$ cat src/rtl/wdt_cmd_tx.sv
// Transmit side of the watchdog clock-domain crossing. Turns register writes into
// {op, payload} commands and pushes them into an async FIFO. Repeated writes coalesce.
module wdt_cmd_tx #(
   parameter int DATA_W = 32,
   parameter int CMD_W  = DATA_W + 2
) (
   input  logic              clk,
   input  logic              rst,
   input  logic              wr_en_i,
   input  logic [1:0]        wr_addr_i,
   input  logic [DATA_W-1:0] wr_data_i,
   output logic              push_o,
   input  logic              full_i,
   output logic [CMD_W-1:0]  data_o,
   output logic              busy_o,
   output logic [7:0]        coal_cnt_o,
   output logic              addr_err_o
);

   localparam logic [1:0] OP_WDEN   = 2'd0;
   localparam logic [1:0] OP_WDLIVE = 2'd1;
   localparam logic [1:0] OP_WTOCNT = 2'd2;
   localparam logic [1:0] ADDR_RSVD = 2'd3;

   typedef enum logic {
      S_IDLE,
      S_SEND
   } state_e;

   state_e              state_q;
   logic                push_q;
   logic [CMD_W-1:0]    data_q;
   logic [2:0]          pend_q,      pend_d;
   logic                val_en_q,    val_en_d;
   logic                val_live_q,  val_live_d;
   logic [DATA_W-1:0]   val_cnt_q,   val_cnt_d;
   logic [7:0]          coal_cnt_q,  coal_cnt_d;
   logic                addr_err_q,  addr_err_d;

   logic                wr_valid;
   logic [2:0]          wr_mask;
   logic                accept;
   logic                can_load;
   logic [2:0]          sel_mask;
   logic [2:0]          load_mask;
   logic                load_en;
   logic [CMD_W-1:0]    load_cmd;
   logic                coalesce;

   // NOTE: every signal assigned in this block gets a default first, so no latch can be inferred.
   always_comb begin
      wr_valid  = wr_en_i && (wr_addr_i != ADDR_RSVD);
      wr_mask   = wr_valid ? (3'b001 << wr_addr_i) : 3'b000;
      accept    = push_q && !full_i;
      can_load  = (state_q == S_IDLE) || accept;

      // WTOCNT before WDEN so the timeout is in place before the watchdog is enabled.
      sel_mask  = 3'b000;
      load_cmd  = '0;
      if (pend_q[OP_WTOCNT]) begin
         sel_mask = 3'b100;
         load_cmd = {OP_WTOCNT, val_cnt_q};
      end else if (pend_q[OP_WDEN]) begin
         sel_mask = 3'b001;
         load_cmd = {OP_WDEN, {(DATA_W-1){1'b0}}, val_en_q};
      end else if (pend_q[OP_WDLIVE]) begin
         sel_mask = 3'b010;
         load_cmd = {OP_WDLIVE, {(DATA_W-1){1'b0}}, val_live_q};
      end

      load_mask = can_load ? sel_mask : 3'b000;
      load_en   = |load_mask;

      // A write racing the load of the same register sets pend again: re-send, not a coalesce.
      coalesce  = |(wr_mask & pend_q & ~load_mask);
      pend_d    = (pend_q & ~load_mask) | wr_mask;

      val_en_d   = wr_mask[OP_WDEN]   ? wr_data_i[0] : val_en_q;
      val_live_d = wr_mask[OP_WDLIVE] ? wr_data_i[0] : val_live_q;
      val_cnt_d  = wr_mask[OP_WTOCNT] ? wr_data_i    : val_cnt_q;

      coal_cnt_d = coal_cnt_q;
      if (coalesce && (coal_cnt_q != 8'hFF)) begin
         coal_cnt_d = coal_cnt_q + 8'd1;
      end

      addr_err_d = wr_en_i && (wr_addr_i == ADDR_RSVD);
   end

   // NOTE: the value registers are plain flops, not a memory, so they are cleared by reset too.
   always_ff @(posedge clk) begin
      if (rst) begin
         state_q    <= S_IDLE;
         push_q     <= 1'b0;
         data_q     <= '0;
         pend_q     <= 3'b000;
         val_en_q   <= 1'b0;
         val_live_q <= 1'b0;
         val_cnt_q  <= '0;
         coal_cnt_q <= 8'd0;
         addr_err_q <= 1'b0;
      end else begin
         pend_q     <= pend_d;
         val_en_q   <= val_en_d;
         val_live_q <= val_live_d;
         val_cnt_q  <= val_cnt_d;
         coal_cnt_q <= coal_cnt_d;
         addr_err_q <= addr_err_d;

         case (state_q)
            S_IDLE: begin
               if (load_en) begin
                  data_q  <= load_cmd;
                  push_q  <= 1'b1;
                  state_q <= S_SEND;
               end
            end
            S_SEND: begin
               // data_q only changes on an accept, keeping it stable under backpressure.
               if (accept) begin
                  if (load_en) begin
                     data_q <= load_cmd;
                  end else begin
                     push_q  <= 1'b0;
                     state_q <= S_IDLE;
                  end
               end
            end
            default: begin
               push_q  <= 1'b0;
               state_q <= S_IDLE;
            end
         endcase
      end
   end

   assign push_o     = push_q;
   assign data_o     = data_q;
   assign busy_o     = push_q | (|pend_q);
   assign coal_cnt_o = coal_cnt_q;
   assign addr_err_o = addr_err_q;

endmodule

$ cat config.mk
export PLATFORM = sky130hd
export DESIGN_NAME = wdt_cmd_tx
export DESIGN_NICKNAME = d
export VERILOG_FILES = /design/src/rtl/wdt_cmd_tx.sv
export SDC_FILE = /design/constraint.sdc
export NUM_CORES = 1
export LEC_CHECK = 0
export CORE_MARGIN = 2
export CORE_UTILIZATION = 50
export CTS_BUF_LIST = sky130_fd_sc_hd__clkbuf_8
export CTS_CLUSTER_DIAMETER = 50
export DETAILED_ROUTE_END_ITERATION = 8
export DONT_BUFFER_PORTS = 1
export PLACE_DENSITY = 0.65
export REMOVE_ABC_BUFFERS = 1
export SLEW_MARGIN = 30
export SYNTH_ARGS = -nofsm -noshare
export SYNTH_HDL_FRONTEND = slang
export SYNTH_SLANG_ARGS = --single-unit
export TNS_END_PERCENT = 50
$ cat constraint.sdc
create_clock -name clk -period 2.93 [get_ports clk]
set_input_delay 0.4395 -clock clk [delete_from_list [all_inputs] [get_ports clk]]
set_output_delay 0.4395 -clock clk [all_outputs]
set_load 0.05 [all_outputs]
==> summary.md <==
| Metric | Value |
|---|---|
| Outcome | complete, no violations |
| Leak | 1.13 nW |
| Async SR Flop Fraction | 0% |
| Worst Setup Start Kind | flip-flop |
| I/O pin count | 83 |
| Worst VDD drop | 443 uV |
| RSZ-0062 raised after global routing | no |
| Total CTS buffers | 9 |
| Place WS | 1.05 ns |
| Fin crit period | just over 2 ns |
| Max Cap Viol | 0 |
| Via-to-Cell Ratio | 5.57 |
| Finished Core Util | 55.8% |
| Routed Antenna Nets | 0 |
| Clock Root Buffer | clkbuf_8 |
| Ys flop type | dfxtp_1 |
| Initial Util | 51.5% |
| Yosys top cell area share | 54.2% |
| FP Rows | 28 |
| CTS tree | yes |
| CORE AREA | between 0.005 and 0.006 mm^2 |
| Top post-synthesis cells by count | dfxtp_1, nand2_1, a21oi_1, nor2_1, a22oi_1 |
| Layout area overhead | 8.43% |
| Post-CTS Resized | 0 |
| Initial antenna violation count | 0 |
| Fin. Hold Viols | 0 |
| Final worst slack | 0.860 ns |
| First-pass GRT wire length | between 10,000 and 15,000 um |
| TritonRoute pass-1 iters | 5 |
| R2R depth | 6 |
| Synth Instances | 350 |
| Count leader, synth | dfxtp_1 |
| Residual DRC | 0 |
| Hold Path Sink | val_cnt_q[31] |
| Req. time, crit path | 2.49 ns |
| Largest net degree at the start of global routing | 84 |
| CTS Sinks | 82 |
| Post-route cell area | about 0.0033 mm^2 |
| Largest cells by area after synthesis | dfxtp_1, nand2_1, a21oi_1 |
| Die height | 81.8 um |
| Crit Path Category | reg2out |
| CTS HTree Levels | 3 |
| Congestion Overflow GR | 0 |
| I/O Buffers | 0 |
| Skew-Pair Late Insertion Delay | 0.34 ns |
| Synth warn | 0 |
| Vias in the first global route | 2,123 |
| WL/cell | 15.2 um |
| Post-synthesis sequential area ratio | 54.2% |
| Placed Area | 0.00307 mm^2 |
| Proportion of layout cells with a drive suffix above 1 | a little over 9% |
| Cell taking the most area after synthesis | dfxtp_1 |
| Post-CTS Setup Bufs | 0 |
| R2r endpoint | data_o[16] |
| Antenna cell count | 0 |
| Sum of negative setup slack | 0 ns |
| Worst path arrival time | 1.63 ns |
| Netlist cell types | 42 |
| Mapped Avg Cell Area | 8.65 um^2 |
| Synthesized area | 0.00303 mm^2 |
| Worst Tran Pin Value | 0.635 ns |
| Net count, final | roughly 380 |
| Pwr Density | 640 mW/mm^2 |
| Skew final | 0.00802 ns |
| Worst Hold Class | in2reg |
| Final setup vio count | 0 |
| CTS max path bufs | 2 |
| Initial drt markers | 145 |
| Fin. max-slew vios | 0 |
| Reg2reg start | push_o |
| Worst-path maximum fanout | 8 |
| Die extent in x | 81.8 um |
| Max Freq | approximately 0.48 GHz |
| WL final | 6480 um |
| Total Die Area | 0.00670 mm^2 |
| Post-synth EDFFs | 0 |
| DR vias | ~2,400 |
| Dpl hpwl | 3820 um |
| Setup crit end kind | primary output |
| Synth Register Bits | 82 |
| GR Util All Layers | 19.5% |
| Setup slack, reg-to-reg | 1.02 ns |
| Global placer's final weighted congestion | 0.771 |
| Relative slew slack | 57.6% |
| Hold path start | rst |
| Hold Path Depth | 1 |
| Placed Cells | 409 |
| Post-CTS Hold Fix Bufs | 0 |
| CTS clk-pin slew, worst paths | 0.09 ns |
| Final Cycle Share | 70.7% |
| Layout Cells excl Fill | 425 |
## per-layer routing
layer,wire length [um],GRT usage [%],vias to the layer above
met1,2940,23.9,1091
met4,56,8.00,0
met3,502,7.47,6
li1,-,-,1201
met5,0,0,-
met2,2980,30.9,70
## critical path, stage by stage, from the launching register on
cell	delay, ns
dfxtp_1	0.38
or2_0	0.34
or3_1	0.57
## logic make-up after synthesis
kind of cell             count (synthesis)  share of synthesized area (%)
adder cells (fa/ha/maj)                  1                          0.413
AND/OR/NAND/NOR                        146                           21.7
buffers and inverters                   24                           3.59
AO/OA/AOI/OAI                           95                           19.4
multiplexers                             2                          0.702
flip-flops                              82                           54.2
## layout by cell type, fill, tap and decap left out, types with 2 or more instances in the layout
| cell type | count |
|---|---|
| clkinvlp_4 | 2 |
| and4_1 | 2 |
| nand2_1 | 75 |
| nor2_1 | 37 |
| buf_4 | 6 |
| nor3_1 | 2 |
| a22oi_1 | 31 |
| clkbuf_8 | 10 |
| a21oi_1 | 48 |
| nand3b_1 | 2 |
| or3_1 | 4 |
| inv_1 | 2 |
| nand3_1 | 4 |
| nor3b_1 | 2 |
| and2_1 | 2 |
| o21ai_0 | 5 |
| dfxtp_1 | 82 |
| nand4_1 | 3 |
| a31oi_1 | 3 |
| and4b_1 | 3 |
## state kept, by name, summed over array words and instances, names as in the netlist
name	count
push_o	1
coal_cnt_o	8
val_en_q	1
val_cnt_q	32
addr_err_o	1
state_q	1
pend_q	3
data_o	34
val_live_q	1
## worst max-delay path by stage
stage                    from  slack [ns]  cells after the start       endpoint
finish              pend_q[2]        0.86                      2         busy_o
CTS                 pend_q[2]        0.85                      2         busy_o
global placement       push_o        1.10                      5  coal_cnt_o[4]
floorplan              push_o        0.72                      5     data_o[10]
global route        pend_q[2]        0.78                      2         busy_o
detailed placement     push_o        1.05                      6      data_o[0]
## metrics by stage
stage          power [W]  hold WS [ns]
6_report         0.00210         0.155
2_1_floorplan    0.00126         0.431
3_3_place_gp     0.00128         0.437
3_5_place_dp     0.00128         0.441
5_1_grt          0.00219         0.124
4_1_cts          0.00213         0.137
## cell type report
cell class / instances / area, um^2
fill: 553 / 2600
sequential: 82 / 1640
multi-input combinational: 244 / 1280
clock buffer: 10 / 138
tap: 75 / 93.8
clock inverter: 6 / 73.8
timing repair buffer: 6 / 45.0
inverter: 2 / 7.51
## report_power, final
group | internal [W] | switching (W)
registers | 0.00114 | 0.0000304
clock network | 0.000427 | 0.000416
logic | 0.0000295 | 0.0000617
total | 0.00159 | 0.000508
Note: power is estimated with default switching activity, not from simulation.
